==> config.mk <==
export PLATFORM = sky130hd
export DESIGN_NAME = udp_tx_sched
export DESIGN_NICKNAME = d
export VERILOG_FILES = /design/src/rtl/udp_tx_sched.sv
export SDC_FILE = /design/constraint.sdc
export NUM_CORES = 1
export LEC_CHECK = 0
export ABC_AREA = 1
export CAP_MARGIN = 20
export CELL_PAD_IN_SITES_DETAIL_PLACEMENT = 0
export CELL_PAD_IN_SITES_GLOBAL_PLACEMENT = 2
export CORE_MARGIN = 2
export CORE_UTILIZATION = 23
export DETAILED_ROUTE_END_ITERATION = 7
export PLACE_DENSITY = 0.82
export RECOVER_POWER = 50
export SYNTH_ARGS = -nofsm -noshare
export SYNTH_HDL_FRONTEND = slang
export SYNTH_SLANG_ARGS = --single-unit
==> constraint.sdc <==
create_clock -name clk -period 3.3 [get_ports clk]
set_clock_uncertainty 0.05 [all_clocks]
set_input_delay 0.66 -clock clk [delete_from_list [all_inputs] [get_ports clk]]
set_output_delay 0.66 -clock clk [all_outputs]
set_load 0.05 [all_outputs]
==> src/rtl/udp_tx_sched.sv <==
// udp_tx_sched: round-robin frame scheduler in front of the single UDP packet
// generator. Each client raises a level request. The scheduler picks one
// client, latches its payload length (clamped) and its destination port, and
// pulses the generator start. It follows the generator ready flag through one
// complete frame, then holds an inter-frame gap before it grants again.
//
// Ports:
//   clk, rst      - system clock, synchronous active-high reset
//   req           - per-client level request (NUM_REQ bits)
//   req_len       - per-client payload length, client k at [16k+15:16k]
//   req_port      - per-client UDP destination port, same packing
//   gnt           - one-hot grant, held from grant until frame end
//   done          - one-cycle pulse on the granted bit at frame end
//   gen_enable    - one-cycle start pulse to the generator
//   gen_len       - clamped payload length for the granted client
//   gen_dst_port  - destination port for the granted client
//   gen_ready     - generator idle/ready flag
//   busy          - high whenever the scheduler is not idle
//   timeout_err   - sticky flag, set on an ACK or frame timeout
module udp_tx_sched #(
    parameter int          NUM_REQ       = 4,
    parameter logic [15:0] MIN_LEN       = 16'd18,
    parameter logic [15:0] MAX_LEN       = 16'd1472,
    parameter logic [15:0] IFG_CYCLES    = 16'd12,
    parameter logic [15:0] ACK_TIMEOUT   = 16'd64,
    parameter logic [31:0] FRAME_TIMEOUT = 32'd100000
) (
    input  logic                    clk,
    input  logic                    rst,
    input  logic [NUM_REQ-1:0]      req,
    input  logic [NUM_REQ*16-1:0]   req_len,
    input  logic [NUM_REQ*16-1:0]   req_port,
    output logic [NUM_REQ-1:0]      gnt,
    output logic [NUM_REQ-1:0]      done,
    output logic                    gen_enable,
    output logic [15:0]             gen_len,
    output logic [15:0]             gen_dst_port,
    input  logic                    gen_ready,
    output logic                    busy,
    output logic                    timeout_err
);

    localparam int PTR_W = (NUM_REQ > 1) ? $clog2(NUM_REQ) : 1;

    // Limits widened once so every counter compare is a plain 32-bit compare.
    localparam logic [31:0] ACK_LIM = {16'd0, ACK_TIMEOUT};
    localparam logic [31:0] IFG_LIM = {16'd0, IFG_CYCLES};

    typedef enum logic [2:0] {
        ST_IDLE,
        ST_START,
        ST_ACK,
        ST_BUSY,
        ST_GAP
    } state_t;

    state_t             state_q, state_d;
    logic [PTR_W-1:0]   rr_ptr_q, rr_ptr_d;
    logic [NUM_REQ-1:0] gnt_q, gnt_d;
    logic [NUM_REQ-1:0] done_q, done_d;
    logic               gen_enable_q, gen_enable_d;
    logic [15:0]        gen_len_q, gen_len_d;
    logic [15:0]        gen_dst_port_q, gen_dst_port_d;
    logic               timeout_err_q, timeout_err_d;
    // One counter serves ACK wait, frame wait and gap; it restarts on every
    // state entry, so the three uses never overlap.
    logic [31:0]        cnt_q, cnt_d;
    logic [31:0]        cnt_inc;

    // Per-client fields unpacked so the winner can be picked by a narrow index.
    logic [15:0]        len_arr  [NUM_REQ];
    logic [15:0]        port_arr [NUM_REQ];

    logic               win_vld;
    logic [PTR_W-1:0]   win_idx;
    int                 arb_sum;

    function automatic logic [15:0] clamp_len(input logic [15:0] len);
        if (len < MIN_LEN) begin
            return MIN_LEN;
        end else if (len > MAX_LEN) begin
            return MAX_LEN;
        end
        return len;
    endfunction

    function automatic logic [31:0] sat_inc(input logic [31:0] v);
        return (v == 32'hFFFF_FFFF) ? v : v + 32'd1;
    endfunction

    always_comb begin
        for (int k = 0; k < NUM_REQ; k++) begin
            len_arr[k]  = req_len[16*k +: 16];
            port_arr[k] = req_port[16*k +: 16];
        end
    end

    // Rotating priority: search upward from rr_ptr, wrapping at NUM_REQ.
    always_comb begin
        win_vld = 1'b0;
        win_idx = '0;
        arb_sum = 0;
        for (int i = 0; i < NUM_REQ; i++) begin
            arb_sum = int'(rr_ptr_q) + i;
            if (arb_sum >= NUM_REQ) begin
                arb_sum = arb_sum - NUM_REQ;
            end
            if (!win_vld && req[arb_sum[PTR_W-1:0]]) begin
                win_vld = 1'b1;
                win_idx = arb_sum[PTR_W-1:0];
            end
        end
    end

    assign cnt_inc = sat_inc(cnt_q);

    always_comb begin
        state_d        = state_q;
        rr_ptr_d       = rr_ptr_q;
        gnt_d          = gnt_q;
        done_d         = '0;
        gen_enable_d   = 1'b0;
        gen_len_d      = gen_len_q;
        gen_dst_port_d = gen_dst_port_q;
        timeout_err_d  = timeout_err_q;
        cnt_d          = cnt_inc;

        unique case (state_q)
            ST_IDLE: begin
                cnt_d = '0;
                if (win_vld) begin
                    gnt_d          = '0;
                    gnt_d[win_idx] = 1'b1;
                    gen_len_d      = clamp_len(len_arr[win_idx]);
                    gen_dst_port_d = port_arr[win_idx];
                    rr_ptr_d       = (win_idx == PTR_W'(NUM_REQ - 1)) ? '0
                                                                      : win_idx + PTR_W'(1);
                    state_d        = ST_START;
                end
            end
            ST_START: begin
                cnt_d = '0;
                if (gen_ready) begin
                    gen_enable_d = 1'b1;
                    state_d      = ST_ACK;
                end
            end
            ST_ACK: begin
                // The generator acknowledges the start by dropping ready.
                if (!gen_ready) begin
                    cnt_d   = '0;
                    state_d = ST_BUSY;
                end else if (cnt_inc >= ACK_LIM) begin
                    timeout_err_d = 1'b1;
                    done_d        = gnt_q;
                    gnt_d         = '0;
                    cnt_d         = '0;
                    state_d       = ST_GAP;
                end
            end
            ST_BUSY: begin
                if (gen_ready) begin
                    done_d  = gnt_q;
                    gnt_d   = '0;
                    cnt_d   = '0;
                    state_d = ST_GAP;
                end else if (cnt_inc >= FRAME_TIMEOUT) begin
                    timeout_err_d = 1'b1;
                    done_d        = gnt_q;
                    gnt_d         = '0;
                    cnt_d         = '0;
                    state_d       = ST_GAP;
                end
            end
            ST_GAP: begin
                if (cnt_inc >= IFG_LIM) begin
                    cnt_d   = '0;
                    state_d = ST_IDLE;
                end
            end
            default: begin
                gnt_d   = '0;
                cnt_d   = '0;
                state_d = ST_IDLE;
            end
        endcase
    end

    always_ff @(posedge clk) begin
        if (rst) begin
            state_q        <= ST_IDLE;
            rr_ptr_q       <= '0;
            gnt_q          <= '0;
            done_q         <= '0;
            gen_enable_q   <= 1'b0;
            gen_len_q      <= '0;
            gen_dst_port_q <= '0;
            timeout_err_q  <= 1'b0;
            cnt_q          <= '0;
        end else begin
            state_q        <= state_d;
            rr_ptr_q       <= rr_ptr_d;
            gnt_q          <= gnt_d;
            done_q         <= done_d;
            gen_enable_q   <= gen_enable_d;
            gen_len_q      <= gen_len_d;
            gen_dst_port_q <= gen_dst_port_d;
            timeout_err_q  <= timeout_err_d;
            cnt_q          <= cnt_d;
        end
    end

    assign gnt          = gnt_q;
    assign done         = done_q;
    assign gen_enable   = gen_enable_q;
    assign gen_len      = gen_len_q;
    assign gen_dst_port = gen_dst_port_q;
    assign timeout_err  = timeout_err_q;
    assign busy         = (state_q != ST_IDLE);

endmodule

==> metrics.txt <==
RSZ-0062 raised after global routing=no; switching power as a share of total power=between 50% and 60%; CTS Hold Bufs=0; io pins=178; depth of the worst register-to-register path=17; number of sinks driven by the clock tree=79; part of the total power dissipated in sequential elements=16.5%; summed negative setup slack over all endpoints=0 ps; Bufs on Longest Clock Path=2; core area=24,110 um2; total of endpoints with negative setup slack in the final report=0; cell area reported after detailed placement=8074 um2; register bit total from synthesis=79; cell area power density=about 900 nW/um2; library cell used as clock root buffer=sky130_fd_sc_hd__clkbuf_16; detailed-route DRC error count=0; required time of the critical path=3470 ps; Final Core Density=34.81%; Min Clock Period, post-route=2898 ps; fraction of final layout cells with drive strength greater than 1=7.877%; endpoint of the worst hold-timing path=gen_len[13]; outcome=completed; Clock H-tree levels=3; cell count after synthesis=951; count of final hold-check violations=0; fraction of the cycle the final worst path needs=87.81%; combinational share of power=a little under 70%; final total power=7.586 mW; detailed-route wire length=20,660 um; aggregate global-route resource usage=16.33%; antenna cells=0; most common cell after layout, fill and taps aside=sky130_fd_sc_hd__nand2_1; vias per inst=around 4.4; launch point of the worst hold path=gen_len[13]; total of buffers placed on input and output ports=177; Die Area=25,540 um2; pre-CTS WS=58.54 ps; DIE WIDTH=approximately 160 um; startpoint of the most critical register-to-register path=cnt_q[0]; Seq/Total Area, Yosys=28.32%; Max Slew Vio Count=0; cell depth of the worst min-delay path=2; R2R Path End=cnt_q[15]; clock insertion delay at the later pin of the skew report=approximately 340 ps; number of resized instances in the post-cts repair step=0; area of all placed cells without fillers=8392 um2; sequence of cells on the critical path=buf_4 > nand3_1 > inv_1 > nand2_1 > nor2_1 > nand2_1 > xor2_1 > nand2_1 > nor2_1 > nand2_1 > nor2_1 > nand3_1 > nand4_2 > nand3_1 > nand2_2 > buf_12 > nor2_1; actual slew at the worst max-slew pin=873.7 ps; cts bufs inserted=9; cell row count=57; nets@finish=1,303; data arrival time at the worst-slack endpoint=between 3000 and 4000 ps; Hold Crit Class=register to register; number of distinct library cells after synthesis=33; average size of a mapped cell=between 5 and 6 um2; summed instance area of the synthesized netlist=5584 um2; commonest non-fill, non-tap cells in the layout=sky130_fd_sc_hd__nand2_1, sky130_fd_sc_hd__nor2_1, sky130_fd_sc_hd__clkdlybuf4s50_1, sky130_fd_sc_hd__nand3_1, sky130_fd_sc_hd__inv_1; vias=6,511; dpl hpwl=16,440 um; leftover overflow at the end of global routing=0; Post CTS Setup Buffer Count=0; Setup crit end kind=register; switching pwr=3.917 mW; least setup slack across all paths after layout=402.4 ps; final RePlAce weighted congestion=~0.83; internal cell power=3.669 mW; number of maximum-capacitance violations=0; largest area contributor in the netlist=sky130_fd_sc_hd__dfxtp_1; iteration-0 DRC count of the detailed router=307; worst voltage drop across the vdd grid=507.0 uV; wire length of the first global-routing pass=33,370 um; Clock Pin Slew Worst Setup and Hold Paths=70 ps; effective utilization at floorplan=23.17%; share of the synthesized area in the top cell type=28.32%; vias in the first global route=6,627; Crit path largest cell delay=330 ps; chip height=159.8 um; warnings from Yosys=0; count of TritonRoute iterations in the first routing pass=7; clock tree from TritonCTS=yes; Setup Crit Path Kind=register to register; Max stage delay cell, worst path=sky130_fd_sc_hd__dfxtp_1; Relative slew margins=between 40% and 50%; slack of the worst reg-to-reg path=400 ps; part of the power in the clock network=14.4%; reported leakage power=approximately 3.8 nW; largest net degree at the start of global routing=44; achievable clock frequency=0.3451 GHz; Critical Path Fanout Max=15; category of cells accounting for the largest share of critical-path delay=simple AND/OR/NAND/NOR gates; main area contributors after synthesis=sky130_fd_sc_hd__dfxtp_1, sky130_fd_sc_hd__nand2_1, sky130_fd_sc_hd__nor2_1; initial antenna violation count=0; buffers plus inverters on the worst setup path=3; wire length per cell after detailed routing=13.84 um; antenna violation net count after detailed routing=0; growth of design area from synthesis to finish=50.28%; CP Launch Type=register
==> synth_stat cells (all sizes together) <==
cell type  number
nor3b           1
conb            1
a21oi          23
and2            1
nand3b          6
nand4           7
o21ai          61
buf            20
xnor2           6
nand3         116
or2             3
inv            88
ha              5
a22oi           1
nand2         300
o221ai         16
nor2          169
clkinv          1
xor2           14
nor3           15
clkbuf         18
dfxtp          79
==> logic make-up after synthesis <==
logic type / synth area share, %
AND/OR/NAND/NOR: 47.39
AO/OA/AOI/OAI: 10.17
XOR/XNOR: 3.137
other: 0.06715
adder cells (fa/ha/maj): 1.120
flip-flops: 28.32
buffers and inverters: 9.791
==> how the worst max path moves through the flow <==
stage	start	end	slack (ps)	cells past startpoint
final	cnt_q[0]	cnt_q[15]	400	17
after CTS	cnt_q[0]	cnt_q[15]	340	17
after detailed placement	req[1]	gen_len[0]	60	20
after floorplan	cnt_q[0]	cnt_q[15]	780	19
after global placement	req[3]	gen_len[7]	90	23
after global routing	cnt_q[0]	cnt_q[15]	30	17
==> sequential cells by signal (all words and copies together), names as in the netlist <==
register,count
state_q,3
gnt,4
gen_dst_port,16
gen_len,16
cnt_q,32
gen_enable,1
timeout_err,1
done,4
rr_ptr_q,2
==> metal layers <==
| layer | wire, um | global-route usage [%] | part of all wire, % |
|---|---|---|---|
| met5 | 0 | 0 | 0 |
| met1 | 9126 | 19.75 | 44 |
| met3 | 1517 | 5.195 | 7.3 |
| met4 | 427 | 5.201 | 2.1 |
| met2 | 9584 | 27.59 | 46 |
==> cell type report <==
class | instances | area (um2)
fillers | 2764 | 15710
multi-input cells | 759 | 3508
repair buffers | 225 | 2241
flip-flops and latches | 79 | 1582
well taps | 324 | 405.4
inverters | 89 | 334.1
clock buffers | 10 | 229.0
clock inverters | 6 | 92.59
==> metrics by stage <==
step | cells | hold WS [ps]
after detailed placement | 1476 | 382.7
after global routing | 1492 | 407.5
after floorplan | 965 | 449.4
after CTS | 1492 | 395.8
final | 1492 | 387.6
after global placement | 1476 | 378.9
==> worst register-to-register path: stages, from the launching register on <==
cell                      delay, ps
sky130_fd_sc_hd__dfxtp_1        330
sky130_fd_sc_hd__buf_4          130
sky130_fd_sc_hd__nand3_1        170
sky130_fd_sc_hd__inv_1          120
sky130_fd_sc_hd__nand2_1        170
sky130_fd_sc_hd__nor2_1         290
sky130_fd_sc_hd__nand2_1        120
sky130_fd_sc_hd__xor2_1         140
sky130_fd_sc_hd__nand2_1         60
sky130_fd_sc_hd__nor2_1         100
sky130_fd_sc_hd__nand2_1        130
sky130_fd_sc_hd__nor2_1         220
sky130_fd_sc_hd__nand3_1        190
sky130_fd_sc_hd__nand4_2        190
sky130_fd_sc_hd__nand3_1        100
sky130_fd_sc_hd__nand2_2         90
sky130_fd_sc_hd__buf_12         140
sky130_fd_sc_hd__nor2_1          40
==> power groups by stage <==
stage	Sequential [mW]	Combinational, mW	Clock (mW)
4_1_cts	1.26	5.40	1.14
6_report	1.25	5.24	1.09
5_1_grt	1.27	5.93	1.18
2_1_floorplan	1.70	3.08	0
3_3_place_gp	1.27	5.41	0
3_5_place_dp	1.28	5.39	0
No activity file was read; power rests on OpenSTA's default activity.
